[config.mk]
export PLATFORM = sky130hd
export DESIGN_NAME = bp_cce_lite
export DESIGN_NICKNAME = d
export VERILOG_FILES = /design/src/rtl/bp_cce_lite.sv
export SDC_FILE = /design/constraint.sdc
export NUM_CORES = 1
export LEC_CHECK = 0
export BUFFER_PORTS_ARGS = -buffer_cell sky130_fd_sc_hd__buf_2
export CAP_MARGIN = 40
export CORE_AREA = 2 2 718 720
export DETAILED_ROUTE_END_ITERATION = 7
export DIE_AREA = 0 0 720 722
export PLACE_DENSITY = 0.3
export SYNTH_ARGS = -nofsm -noshare
export SYNTH_HDL_FRONTEND = slang
export SYNTH_SLANG_ARGS = --single-unit
[constraint.sdc]
create_clock -name clk_i -period 4.1 [get_ports clk_i]
set_input_delay 0.205 -clock clk_i [delete_from_list [all_inputs] [get_ports clk_i]]
set_output_delay 0.205 -clock clk_i [all_outputs]
set_load 0.03 [all_outputs]
[src/rtl/bp_cce_lite.sv]
// Single-transaction coherence engine: syncs every LCE after reset, then runs one
// request at a time through memory and back to the requesting LCE as a command.
module bp_cce_lite #(
    parameter int paddr_width_p     = 40,
    parameter int lce_id_width_p    = 4,
    parameter int cce_id_width_p    = 4,
    parameter int cce_block_width_p = 512,
    parameter int lce_assoc_p       = 8,
    parameter int num_lce_p         = 1,
    parameter int cce_id_p          = 0,
    localparam int way_w_lp              = (lce_assoc_p > 1) ? $clog2(lce_assoc_p) : 1,
    localparam int uc_data_w_lp          = 64,
    localparam int lce_req_msg_width_lp  = uc_data_w_lp + 3 + way_w_lp + lce_id_width_p + paddr_width_p + 2,
    localparam int lce_cmd_msg_width_lp  = cce_block_width_p + 2 + way_w_lp + paddr_width_p
                                           + cce_id_width_p + lce_id_width_p + 2,
    localparam int lce_resp_msg_width_lp = lce_id_width_p + 2,
    localparam int mem_msg_width_lp      = cce_block_width_p + 3 + paddr_width_p + 2
) (
    input  logic                             clk_i,
    input  logic                             reset_n_i,
    input  logic [lce_req_msg_width_lp-1:0]  lce_req_i,
    input  logic                             lce_req_v_i,
    output logic                             lce_req_ready_o,
    output logic [lce_cmd_msg_width_lp-1:0]  lce_cmd_o,
    output logic                             lce_cmd_v_o,
    input  logic                             lce_cmd_yumi_i,
    input  logic [lce_resp_msg_width_lp-1:0] lce_resp_i,
    input  logic                             lce_resp_v_i,
    output logic                             lce_resp_ready_o,
    output logic [mem_msg_width_lp-1:0]      mem_cmd_o,
    output logic                             mem_cmd_v_o,
    input  logic                             mem_cmd_ready_i,
    input  logic [mem_msg_width_lp-1:0]      mem_resp_i,
    input  logic                             mem_resp_v_i,
    output logic                             mem_resp_yumi_o,
    output logic                             busy_o
);

    localparam int offset_w_lp = $clog2(cce_block_width_p / 8);
    localparam logic [2:0] blk_size_lp = 3'(offset_w_lp);
    localparam logic [lce_id_width_p-1:0] last_lce_lp = lce_id_width_p'(num_lce_p - 1);

    typedef enum logic [1:0] {e_req_rd, e_req_wr, e_req_uc_rd, e_req_uc_wr} req_type_e;
    typedef enum logic [1:0] {e_cmd_sync, e_cmd_data, e_cmd_uc_data, e_cmd_uc_st_done} cmd_type_e;
    typedef enum logic [1:0] {e_resp_sync_ack, e_resp_coh_ack} resp_type_e;
    typedef enum logic [1:0] {e_mem_rd, e_mem_uc_rd, e_mem_uc_wr} mem_type_e;
    typedef enum logic [1:0] {e_coh_i, e_coh_s, e_coh_e, e_coh_m} coh_state_e;

    // Message layouts, MSB first; the type field always sits in the two LSBs.
    typedef struct packed {
        logic [uc_data_w_lp-1:0]   data;
        logic [2:0]                size;
        logic [way_w_lp-1:0]       way;
        logic [lce_id_width_p-1:0] src;
        logic [paddr_width_p-1:0]  addr;
        logic [1:0]                msg_type;
    } lce_req_s;

    typedef struct packed {
        logic [cce_block_width_p-1:0] data;
        logic [1:0]                   state;
        logic [way_w_lp-1:0]          way;
        logic [paddr_width_p-1:0]     addr;
        logic [cce_id_width_p-1:0]    src;
        logic [lce_id_width_p-1:0]    dst;
        logic [1:0]                   msg_type;
    } lce_cmd_s;

    typedef struct packed {
        logic [lce_id_width_p-1:0] src;
        logic [1:0]                msg_type;
    } lce_resp_s;

    typedef struct packed {
        logic [cce_block_width_p-1:0] data;
        logic [2:0]                   size;
        logic [paddr_width_p-1:0]     addr;
        logic [1:0]                   msg_type;
    } mem_msg_s;

    typedef enum logic [2:0] {
        e_sync_send, e_sync_ack, e_ready, e_mem_cmd, e_mem_resp, e_lce_cmd, e_coh_ack
    } state_e;

    lce_req_s  req_li;
    lce_resp_s resp_li;
    mem_msg_s  mem_resp_li;
    lce_cmd_s  cmd_lo;
    mem_msg_s  mem_cmd_lo;

    assign req_li      = lce_req_i;
    assign resp_li     = lce_resp_i;
    assign mem_resp_li = mem_resp_i;

    logic unused_mem_resp;
    assign unused_mem_resp = ^{mem_resp_li.size, mem_resp_li.addr, mem_resp_li.msg_type};

    state_e                       state_q, state_d;
    logic [lce_id_width_p-1:0]    sync_cnt_q, sync_cnt_d;
    logic [1:0]                   type_q, type_d;
    logic [paddr_width_p-1:0]     addr_q, addr_d;
    logic [lce_id_width_p-1:0]    src_q, src_d;
    logic [way_w_lp-1:0]          way_q, way_d;
    logic [2:0]                   size_q, size_d;
    logic [cce_block_width_p-1:0] data_q, data_d;

    logic cmd_v, req_ready, resp_ready, mcmd_v, mresp_yumi;
    logic cached;
    logic [paddr_width_p-1:0] blk_addr;

    assign cached   = (type_q == e_req_rd) || (type_q == e_req_wr);
    assign blk_addr = {addr_q[paddr_width_p-1:offset_w_lp], {offset_w_lp{1'b0}}};

    always_ff @(posedge clk_i or negedge reset_n_i) begin
        if (!reset_n_i) begin
            state_q    <= e_sync_send;
            sync_cnt_q <= '0;
            type_q     <= '0;
            addr_q     <= '0;
            src_q      <= '0;
            way_q      <= '0;
            size_q     <= '0;
            data_q     <= '0;
        end else begin
            state_q    <= state_d;
            sync_cnt_q <= sync_cnt_d;
            type_q     <= type_d;
            addr_q     <= addr_d;
            src_q      <= src_d;
            way_q      <= way_d;
            size_q     <= size_d;
            data_q     <= data_d;
        end
    end

    always_comb begin
        state_d    = state_q;
        sync_cnt_d = sync_cnt_q;
        type_d     = type_q;
        addr_d     = addr_q;
        src_d      = src_q;
        way_d      = way_q;
        size_d     = size_q;
        data_d     = data_q;
        cmd_v      = 1'b0;
        req_ready  = 1'b0;
        resp_ready = 1'b0;
        mcmd_v     = 1'b0;
        mresp_yumi = 1'b0;
        cmd_lo     = '0;
        cmd_lo.src = cce_id_width_p'(cce_id_p);
        mem_cmd_lo = '0;

        case (state_q)
            e_sync_send: begin
                cmd_v           = 1'b1;
                cmd_lo.msg_type = e_cmd_sync;
                cmd_lo.dst      = sync_cnt_q;
                if (lce_cmd_yumi_i) state_d = e_sync_ack;
            end
            e_sync_ack: begin
                resp_ready = 1'b1;
                if (lce_resp_v_i && resp_li.msg_type == e_resp_sync_ack
                    && resp_li.src == sync_cnt_q) begin
                    if (sync_cnt_q == last_lce_lp) begin
                        state_d = e_ready;
                    end else begin
                        sync_cnt_d = sync_cnt_q + 1'b1;
                        state_d    = e_sync_send;
                    end
                end
            end
            e_ready: begin
                req_ready = 1'b1;
                if (lce_req_v_i) begin
                    type_d  = req_li.msg_type;
                    addr_d  = req_li.addr;
                    src_d   = req_li.src;
                    way_d   = req_li.way;
                    size_d  = req_li.size;
                    data_d  = cce_block_width_p'(req_li.data);
                    state_d = e_mem_cmd;
                end
            end
            e_mem_cmd: begin
                mcmd_v = 1'b1;
                if (cached) begin
                    mem_cmd_lo.msg_type = e_mem_rd;
                    mem_cmd_lo.addr     = blk_addr;
                    mem_cmd_lo.size     = blk_size_lp;
                end else if (type_q == e_req_uc_rd) begin
                    mem_cmd_lo.msg_type = e_mem_uc_rd;
                    mem_cmd_lo.addr     = addr_q;
                    mem_cmd_lo.size     = size_q;
                end else begin
                    mem_cmd_lo.msg_type = e_mem_uc_wr;
                    mem_cmd_lo.addr     = addr_q;
                    mem_cmd_lo.size     = size_q;
                    mem_cmd_lo.data     = cce_block_width_p'(data_q[uc_data_w_lp-1:0]);
                end
                if (mem_cmd_ready_i) state_d = e_mem_resp;
            end
            e_mem_resp: begin
                mresp_yumi = mem_resp_v_i;
                if (mem_resp_v_i) begin
                    // Uncached reads return one dword; keep the upper block bits clean.
                    data_d  = cached ? mem_resp_li.data
                                     : cce_block_width_p'(mem_resp_li.data[uc_data_w_lp-1:0]);
                    state_d = e_lce_cmd;
                end
            end
            e_lce_cmd: begin
                cmd_v      = 1'b1;
                cmd_lo.dst = src_q;
                cmd_lo.way = way_q;
                case (type_q)
                    e_req_rd: begin
                        cmd_lo.msg_type = e_cmd_data;
                        cmd_lo.addr     = blk_addr;
                        cmd_lo.state    = e_coh_e;
                        cmd_lo.data     = data_q;
                    end
                    e_req_wr: begin
                        cmd_lo.msg_type = e_cmd_data;
                        cmd_lo.addr     = blk_addr;
                        cmd_lo.state    = e_coh_m;
                        cmd_lo.data     = data_q;
                    end
                    e_req_uc_rd: begin
                        cmd_lo.msg_type = e_cmd_uc_data;
                        cmd_lo.addr     = addr_q;
                        cmd_lo.data     = data_q;
                    end
                    default: begin
                        cmd_lo.msg_type = e_cmd_uc_st_done;
                        cmd_lo.addr     = addr_q;
                    end
                endcase
                if (lce_cmd_yumi_i) state_d = cached ? e_coh_ack : e_ready;
            end
            e_coh_ack: begin
                resp_ready = 1'b1;
                if (lce_resp_v_i && resp_li.msg_type == e_resp_coh_ack && resp_li.src == src_q)
                    state_d = e_ready;
            end
            default: state_d = e_sync_send;
        endcase
    end

    // Reset silences every handshake immediately, even before the state register settles.
    assign lce_cmd_o        = cmd_lo;
    assign mem_cmd_o        = mem_cmd_lo;
    assign lce_cmd_v_o      = cmd_v & reset_n_i;
    assign lce_req_ready_o  = req_ready & reset_n_i;
    assign lce_resp_ready_o = resp_ready & reset_n_i;
    assign mem_cmd_v_o      = mcmd_v & reset_n_i;
    assign mem_resp_yumi_o  = mresp_yumi & reset_n_i;
    assign busy_o           = (state_q != e_ready) | ~reset_n_i;

endmodule

# Yosys cells after proc, flatten, opt, wreduce, memory -nomap -nowiden
# Index checks and enable logic that the tools add are counted.
[op_classes] n_addsub=1 eq_ne=19 mux=30 bitwise=8 reduce_logical=18
[op_table] operator="$mux W512" count=5
[op_table] operator="$mux W557" count=2
[op_table] operator="$pmux W512 S2" count=1
[op_table] operator="$mux W64" count=1
[op_table] operator="$mux W45" count=1
[op_table] operator="$mux W3" count=8
[op_table] operator="$pmux W3 S7" count=1
[op_table] operator="$ne A2 B2 Y1 const B" count=7
[op_table] operator="$pmux W6 S2" count=1
[op_table] operator="$eq A3 B3 Y1 const B" count=3
[op_table] operator="$eq A4 B4 Y1" count=2
[op_table] operator="$pmux W2 S2" count=2
[op_table] operator="$reduce_and A7 Y1" count=1
[op_table] operator="$eq A3 B2 Y1 const B" count=2
[op_table] operator="$mux W6" count=1
[op_table] operator="$reduce_and A3 Y1" count=2
[op_table] operator="$reduce_or A2 Y1" count=3
[op_table] operator="$and A1 B1 Y1" count=5
[op_table] operator="$mux W1" count=5
[op_table] operator="$add A4 B1 Y4 const B" count=1
[op_table] operator="$eq A2 B1 Y1 const B" count=2
[op_table] operator="$logic_and A1 B1 Y1" count=4
[op_table] operator="$logic_not A2 Y1" count=2
[op_table] operator="$logic_not A4 Y1" count=1
[op_table] operator="other kinds (11)" count=13
[totals] ff_bits=571 inputBits=686 output_inout_bits=1130 elab_cells=84

# Depth between registers and ports, before layout
# Gate-level depths: netlist of run 1.
[logic_depth] ltp_word=5 depth_mapped=10 depth_no_buf=6

# Worst setup path before layout of run 1
# OpenSTA, ideal clock, no wires.
[synth_timing] path_kind="flip-flop to output port" from="register state_q[1]" to="output port mem_cmd_o[100]" t_arrival_ps=1773 required_ps=3895 setup_slack_ps=2122 stages_incl_launch_ff=7 path_buffers=2 cell_sequence="dfrtp_1 -> buf_2 -> nand2_1 -> nor2_1 -> and3_1 -> clkbuf_1 -> and2_1"
[synth_via] elab_chain_len=2
[synth_rtl] item="start, declared" line_no="98" rtl="state_e state_q, state_d;"
[synth_rtl] item="start signal, assigned" line_no="116" rtl="state_q <= e_sync_send;"
[synth_rtl] item="start signal, assigned" line_no="125" rtl="state_q <= state_d;"
[synth_rtl] item="$eq A3 B2 Y1" line_no="154" rtl="case (state_q)"
[synth_rtl] item="$mux W557" line_no="154"
[synth_rtl] item="end, declared" line_no="30" rtl="output logic [mem_msg_width_lp-1:0] mem_cmd_o,"
# Every way passes these cells.

# Worst setup path in the final report of run 1
[layout_timing] from="register state_q[0]" to="output port lce_cmd_o[283]"
[layout_via] elab_chain_len=2
[layout_rtl] item="$eq A3 B3 Y1" line_no="154"
[layout_rtl] item="$mux W557" line_no="154"
[layout_rtl] item="end, declared" line_no="24" rtl="output logic [lce_cmd_msg_width_lp-1:0] lce_cmd_o,"
# Every way passes these cells.

==> results.cfg, run 1 <==
[sta]
fin_crit_ns = 3.57
clock_skew_ns = 0.0698
tightest_slew_ns = 0.994
tns_ns = 0
finalHoldViolations = 0
rsz0062_at_grt = false
setup_viol = 0
slew_headroom = 0.337
whs_ns = 0.126
maxSlewViolCount = 0
setup_ws_ns = 0.533
finalCritPeriodShare = 0.870
max_freq_ghz = 0.280

[finish]
area.sequential_um2 = 14300
multi_input_area_um2 = 13800
final_common_cell = buf_2
fillers = 59800
drive_gt1_frac = 0.286
synthToLayoutAreaGrowth_pct = 76.9
final_nets = 6182
final_cell_mix = buf_2 (1269), nand2_1 (967), dlygate4sd3_1 (649)
finalInstanceArea_um2 = 54700
stdcell_count = 12400

[worst_hold_path]
whs_path_depth = 4
hold_class = in2reg
hold_start = mem_resp_v_i

[routing]
drtAntennaViolNets = 0
vias_per_cell = 2.61
wl_per_cell_um = 25.6
vias = 32500
drtIter0Drc = 1445
drc = 0
drt_pass1_iterations = 5
routed_wl_um = 318000

[place]
dp.cells = 11500
placed_area_um2 = 44700
post-place-ws_ns = 1.04
place.gp.congestion = 0.808
port_buffers = 1318
post-dp-hpwl_um = 279000

[clocking]
cts_max_path_buffers = 4
cts_tree = done
clockRootBuffer = clkbuf_16
cts_buffers = 97
htreeDepth = 3
cts_setup_buffers = 0
clk_latency_ns = 0.88
clk_pin_slew_ns = 0.05
clkSinkCount = 571

[logic_synthesis]
yosysSeqAreaShare = 0.462
yosys-top-cells-area = dfrtp_1 (46%), and2_1 (13%), nand2_1 (12%)
synth_cell_types = 43
ys_ff_latch = 571
syn_area_um2 = 30900
synth_enable_flop_cells = 0
synthDominantCellAreaShare = 0.462
synth_async_sr_flop_share = 1.00
synth.avg_cell_area_um2 = 8.54
synth_cells = 3621
synth_top_area_cell = dfrtp_1
synthFlopType = dfrtp_1
yosysWarnings = 0

[power_and_ir_drop]
vdd_drop_max_mv = 0.323
switching_share = 0.406
powerDensity_nw_per_um2 = 440
p_int_mw = 14.3
pwr-share-comb = 0.308
p_clk_frac = 0.355
seqPwrFrac = 0.338
p_sw_mw = 9.76
p_leak_nw = 24.3

[critical_path]
path_class = reg2out
cp.arrival_ns = 3.36
critPathTopFamily = buffers and inverters
critical_path.most_common_cell = buf_4
cp_max_fo = 73
required_ns = 3.89
cpMaxStageDelayCell = dfrtp_2
rr_startpoint = state_q[1]
crit_path_end_kind = output port
max_stage_delay_ns = 0.56
cp_cell_sequence = and2_2 > nand2_1 > a21oi_4 > buf_12 > buf_4 > buf_4 > and2_1 > buf_2
cp_num_buf_inv = 4
critPathLaunch = state_q[0]
startpoint_type = register
worst-path-stages = 8
reg2regPathDepth = 7

[global_route]
grt_usage = 0.118
grt_overflow = 0
antenna_found_initial = 482
grt_pass1_vias = 31800
grt_max_degree = 183
grt_pass1_wl_um = 389000

[floorplan]
io_pins = 1816
placementRows = 263
die-area_um2 = 520000
initial_utilization = 0.0604
core-area_um2 = 512000
die_h_um = 722
die_x_um = 720

[run_status]
status = finished, final reports clean

[job]
drv_cap = 0
## registers in the layout (all words and copies together) (netlist names)
name,count
src_q,4
size_q,3
data_q,512
way_q,3
state_q,3
addr_q,40
type_q,2
sync_cnt_q,4
## final cells by class
class,instances,share of cell area
Timing Repair Buffer,2035,0.268
Sequential cell,571,0.261
Multi-Input combinational cell,2780,0.252
Tap cell,6757,0.155
Clock buffer,133,0.0498
Clock inverter,35,0.00799
Antenna cell,111,0.00508
Inverter,9,0.000618
## worst min-delay path, cell delays in order
cell	delay [ns]
buf_2	0.22
inv_1	0.10
a221oi_1	0.08
mux2_2	0.26
## synthesized netlist by cell type, types with 3 or more instances
cell type    n
mux2i_1     64
o21ai_0    470
buf_2      122
a22oi_1      4
buf_4      452
dfrtp_1    571
and3_1      48
xnor2_1      9
nor2_1       8
nand3_1      6
o21ai_1     47
mux2_2      48
clkbuf_1   133
a21oi_1      4
nand3b_1     4
nor3_1       3
nor3b_1      3
buf_1        4
mux2_1       3
and2_1     618
inv_1        9
nand2_1    967
xor2_1       3
## power groups by stage
stage	logic, mW	clock network, mW	registers, mW
3_3_place_gp	6.57	0	8.27
4_1_cts	7.65	8.98	8.18
6_report	7.40	8.53	8.13
2_1_floorplan	4.54	0	7.39
5_1_grt	8.19	9.13	8.30
3_5_place_dp	6.58	0	8.27
## routing by layer
layer  up-vias  GRT usage  share of wire
met4       176     0.0246          0.034
met5         -          0         0.0036
met1     15100      0.137           0.40
met2      1759      0.199           0.47
li1      14500          -              -
met3       872     0.0500          0.099
## metrics by stage
stage	util	power (mW)
after floorplan	-	11.9
after global placement	0.0873	14.8
after detailed placement	0.0874	14.9
after CTS	0.106	24.8
after global routing	0.107	25.6
final	0.107	24.1
## what timing repair did
item | 4_1_cts | 5_1_grt
hold endpoints to repair | 729 | 0
hold buffers | 650 | 0
endpoints found under the setup margin | 0 | 46
resized for setup | 0 | 1
## final timing paths
kind	slack, ns	to
worst min-delay path	0.13	state_q[0]
min in group asynchronous	0.19	data_q[21]
worst min register to register	0.47	data_q[157]
worst max-delay path	0.53	lce_cmd_o[283]
worst max register to register	0.79	size_q[1]
max in group asynchronous	2.87	data_q[203]
## kinds of logic after synthesis
| logic type | after synthesis | share of synthesized area |
|---|---|---|
| xor+xnor | 12 | 0.00340 |
| other cells | 1 | 0.000121 |
| simple gates | 1666 | 0.259 |
| flops | 571 | 0.462 |
| compound gates | 533 | 0.0877 |
| mux | 115 | 0.0393 |
| buf+inv | 721 | 0.147 |
| fa+ha+maj | 2 | 0.000809 |
No activity file was read; power rests on OpenSTA's default activity.
==> run 2, diff against run 1 <==
--- a/config.mk
+++ b/config.mk
@@ -11,6 +11,7 @@
 export DETAILED_ROUTE_END_ITERATION = 7
 export DIE_AREA = 0 0 720 722
 export PLACE_DENSITY = 0.3
+export RECOVER_POWER = 25
 export SYNTH_ARGS = -nofsm -noshare
 export SYNTH_HDL_FRONTEND = slang
 export SYNTH_SLANG_ARGS = --single-unit
==> run 2 against run 1 <==
Against the previous run:
- the flow now finishes with violations (capacitance limit, slew limit)
- total power about the same
- global-route usage unchanged
- clock-buffer cell count unchanged
- critical path depth stayed put
- largest power group unchanged
- worst setup slack better by 0.021 ns
- critical path type unchanged
- clock power hardly changed
- die area stayed put
- non-clock buffer count unchanged
- maximum frequency increased by 0.58%
==> results.cfg, run 2 (same netlist as run 1, synthesis figures left out) <==
[run_status]
status = finished with violations
violations = capacitance limit, slew limit

[place]
place.gp.congestion = 0.808
placed_area_um2 = 44700
port_buffers = 1318
post-dp-hpwl_um = 279000
post-place-ws_ns = 1.04

[power_and_ir_drop]
p_sw_mw = 9.75
p_int_mw = 14.3
p_leak_nw = 24.2
seqPwrFrac = 0.338
powerDensity_nw_per_um2 = 441
switching_share = 0.405
vdd_drop_max_mv = 0.322
p_clk_frac = 0.354
pwr-share-comb = 0.308
power_mw = 24.0

[global_route]
grt_pass1_wl_um = 389000
grt_overflow = 0
grt_pass1_vias = 31800
antenna_found_initial = 482
grt_usage = 0.118
grt_max_degree = 183

[routing]
drc = 0
drtAntennaViolNets = 0
wl_per_cell_um = 25.6
vias_per_cell = 2.61
routed_wl_um = 318000
vias = 32500
drtIter0Drc = 1450
drt_pass1_iterations = 5

[clocking]
clk_latency_ns = 0.87
cts_max_path_buffers = 4
htreeDepth = 3
cts_tree = done
clk_pin_slew_ns = 0.05
clkSinkCount = 571
cts_setup_buffers = 0
cts_buffers = 97
clockRootBuffer = clkbuf_16

[worst_hold_path]
hold_class = in2reg

[sta]
rsz0062_at_grt = false
maxSlewViolCount = 475
slew_headroom = -1.17
tightest_slew_ns = 3.25
finalHoldViolations = 0
finalCritPeriodShare = 0.865
max_freq_ghz = 0.282
clock_skew_ns = 0.0658
tns_ns = 0
setup_ws_ns = 0.553
setup_viol = 0
fin_crit_ns = 3.55

[critical_path]
required_ns = 3.89
max_stage_delay_ns = 0.55
cp_cell_sequence = and2_2 > nand2_1 > a21oi_4 > buf_12 > buf_4 > buf_4 > and2_1 > buf_2
cpMaxStageDelayCell = dfrtp_2
critical_path.most_common_cell = buf_4
cp.arrival_ns = 3.34
cp_max_fo = 73
path_class = reg2out
startpoint_type = register
crit_path_end_kind = output port

[finish]
top_register = data_q
synthToLayoutAreaGrowth_pct = 76.6
post-route-util = 0.107
final_nets = 6182
final_cell_mix = buf_2 (1271), nand2_1 (967), dlygate4sd3_1 (649)
drive_gt1_frac = 0.285
final_common_cell = buf_2
largest_reg_flops = 512
largestRegisters = data_q x512, addr_q x40
finalInstanceArea_um2 = 54600

[floorplan]
die-area_um2 = 520000
core-area_um2 = 512000
initial_utilization = 0.0604
die_h_um = 722
die_x_um = 720
placementRows = 263
io_pins = 1816

[job]
drv_cap = 8
## run 2: changes by cell type in the layout (fill, tap and decap cells not counted)
cell,previous run,this run
buf_12,72,69
dlymetal6s4s_1,0,1
clkbuf_1,21,27
buf_2,1269,1271
buf_4,43,38
buf_16,1,0
## run 2: cell type report
| class | instances | area [um2] |
|---|---|---|
| Inverter | 9 | 33.8 |
| Clock buffer | 133 | 2720 |
| Clock inverter | 35 | 437 |
| Timing Repair Buffer | 2035 | 14600 |
| Antenna cell | 111 | 278 |
| Fill cell | 59800 | 457000 |
| Tap cell | 6757 | 8450 |
| Multi-Input combinational cell | 2780 | 13800 |
| Sequential cell | 571 | 14300 |
## run 2: worst max-delay path, delay by kind of cell (launching register included)
kind | cells | cell delay, ns
buf+inv | 4 | 1.11
simple gates | 3 | 0.56
compound gates | 1 | 0.23
flops | 1 | 0.55
## run 2: repair_timing
item                       in CTS  in global routing
hold endpoints to repair      729                  0
gates resized for setup         0                  1
setup endpoints to repair       0                 46
hold buffers                  650                  0
## run 2: path summary, 6_finish.rpt
kind	from	endpoint	slack, ns	cells after the start
hold / removal	mem_resp_v_i	state_q[0]	0.13	4
setup reg to reg	state_q[1]	size_q[1]	0.81	7
setup / recovery	state_q[0]	lce_cmd_o[255]	0.55	8
hold reg to reg	data_q[157]	data_q[157]	0.47	2
max in group asynchronous	reset_n_i	data_q[387]	0.65	3
min in group asynchronous	reset_n_i	data_q[21]	0.16	3
## run 2: stage by stage
stage | instances | hold WS, ns
floorplan | 4072 | -0.0906
global placement | 11500 | 0.285
CTS | 12300 | 0.0439
global route | 12400 | 0.105
finish | 12400 | 0.127
detailed placement | 11500 | 0.291
## run 2: power groups by stage
stage	clock (mW)	combinational (mW)	sequential, mW
2_1_floorplan	0	4.54	7.39
3_3_place_gp	0	6.57	8.27
3_5_place_dp	0	6.58	8.27
4_1_cts	8.98	7.65	8.18
5_1_grt	9.13	8.18	8.30
6_report	8.52	7.39	8.13
## run 2: routing by layer
layer | up-vias | wire length, um | GRT usage | share of wire
li1 | 14500 | - | - | -
met1 | 15100 | 126000 | 0.137 | 0.40
met2 | 1774 | 149000 | 0.199 | 0.47
met3 | 874 | 31500 | 0.0500 | 0.099
met4 | 178 | 10600 | 0.0246 | 0.033
met5 | - | 1170 | 0 | 0.0037
==> run 3, diff against run 2 <==
--- a/config.mk
+++ b/config.mk
@@ -12,6 +12,7 @@
 export DIE_AREA = 0 0 720 722
 export PLACE_DENSITY = 0.3
 export RECOVER_POWER = 25
+export REMOVE_ABC_BUFFERS = 1
 export SYNTH_ARGS = -nofsm -noshare
 export SYNTH_HDL_FRONTEND = slang
 export SYNTH_SLANG_ARGS = --single-unit
==> run 3 against run 2 <==
Against the previous run:
- the run still ends with capacitance limit, slew limit left
- register-to-register slack improved by 0.33 ns
- highest routed layer unchanged
- sequential share of layout area fell by 0.36 points
- critical endpoint is now lce_cmd_o[293]
- flip-flop and latch count unchanged
- critical path depth fell by 1
==> results.cfg, run 3 (same netlist as run 1, synthesis figures left out) <==
[run_status]
status = finished with violations
violations = capacitance limit, slew limit

[clocking]
cts_max_path_buffers = 4
hold_buffers = 650
cts_buffers = 91
cts_resized = 0
cts_tree = done
clockRootBuffer = clkbuf_16
cts_setup_buffers = 0
clkSinkCount = 571
clk_pin_slew_ns = 0.06
htreeDepth = 3
clk_latency_ns = 0.85

[routing]
routed_wl_um = 318000
wl_per_cell_um = 25.5
drtIter0Drc = 1492
wl_met3_um = 37900
drt_pass1_iterations = 5
drc = 0
met2_length_um = 145000
vias_per_cell = 2.58
highest_layer = met5
vias = 32200
drt-met1-wl_um = 124000
drtAntennaViolNets = 0

[sta]
finalHoldViolations = 0
maxSlewViolCount = 369
fin_crit_ns = 3.73
tightest_slew_ns = 2.90
setup_ws_ns = 0.373
slew_headroom = -0.933
finalCritPeriodShare = 0.909
max_freq_ghz = 0.268
setup_viol = 0
rsz0062_at_grt = false
clock_skew_ns = 0.0414

[global_route]
grt_max_degree = 155
grt_pass1_wl_um = 388000
grt_usage = 0.118
antenna_found_initial = 439
grt_pass1_vias = 31200
grt_overflow = 0

[finish]
final_nets = 6182
area.sequential_um2 = 14300
largestRegisters = data_q x512, addr_q x40
largest_reg_flops = 512
drive_gt1_frac = 0.285
top_register = data_q
multi_input_area_um2 = 13800
synthToLayoutAreaGrowth_pct = 79.0
fillers = 59500
final_common_cell = buf_2
finalInstanceArea_um2 = 55300
final_cell_mix = buf_2 (1215), nand2_1 (967), dlygate4sd3_1 (649)

[critical_path]
cp_max_fo = 133
startpoint_type = register
path_class = reg2out
cp.arrival_ns = 3.52
required_ns = 3.89
crit_path_end_kind = output port

[power_and_ir_drop]
vdd_drop_max_mv = 0.262
p_leak_nw = 24.3
powerDensity_nw_per_um2 = 435
power_mw = 24.0

[floorplan]
io_pins = 1816
initial_utilization = 0.0604
die_x_um = 720
placementRows = 263
die_h_um = 722
die-area_um2 = 520000
core-area_um2 = 512000

[place]
post-dp-hpwl_um = 276000
place.gp.congestion = 0.830
placed_area_um2 = 45600
post-place-ws_ns = 1.15
port_buffers = 1318

[worst_hold_path]
hold_class = in2reg

[job]
drv_cap = 6
[run 3: path summary, 6_finish.rpt]
check / slack [ns] / to / cells after the start / from
setup / recovery: 0.37 / lce_cmd_o[293] / 7 / state_q[2]
hold / removal: 0.15 / data_q[130] / 4 / mem_resp_i[175]
setup reg to reg: 1.14 / data_q[8] / 5 / state_q[2]
hold reg to reg: 0.47 / data_q[484] / 2 / data_q[484]
max in group asynchronous: 0.56 / data_q[489] / 4 / reset_n_i
min in group asynchronous: 0.45 / addr_q[5] / 3 / reset_n_i
[run 3: where the power goes]
group	switching [mW]	leakage, nW	internal, mW
registers	1.29	7.78	6.85
logic	5.30	15.1	2.45
clock network	3.40	1.43	4.76
[run 3: layer usage]
layer / GRT usage / vias to the layer above
met2: 0.193 / 1724
met4: 0.0276 / 146
met5: 0 / -
met3: 0.0608 / 654
li1: - / 14600
met1: 0.135 / 15100
[run 3: cell type report]
class	count	area share
timing repair buffer	2041	0.280
sequential	571	0.258
multi-input combinational	2780	0.249
tap	6757	0.153
clock buffer	125	0.0462
clock inverter	31	0.00656
antenna	145	0.00656
inverter	9	0.000610
[run 3: metrics by stage]
step	cells	util	TNS, ns	hold slack, ns
after floorplan	3360	-	-8275.94	-0.0906
after global placement	11500	0.0892	0	0.210
after detailed placement	11500	0.0892	0	0.228
after CTS	12300	0.108	0	0.00382
after global routing	12400	0.108	0	0.0754
final	12500	0.108	0	0.149
[run 3: worst max-delay path, stage by stage, from the launching register on]
cell and delay (ns):
dfrtp_1 0.65, and2_2 0.24, nand2_1 0.23, a21oi_4 0.27, buf_12 0.24, buf_12 0.26
and2_1 0.23, buf_2 0.22
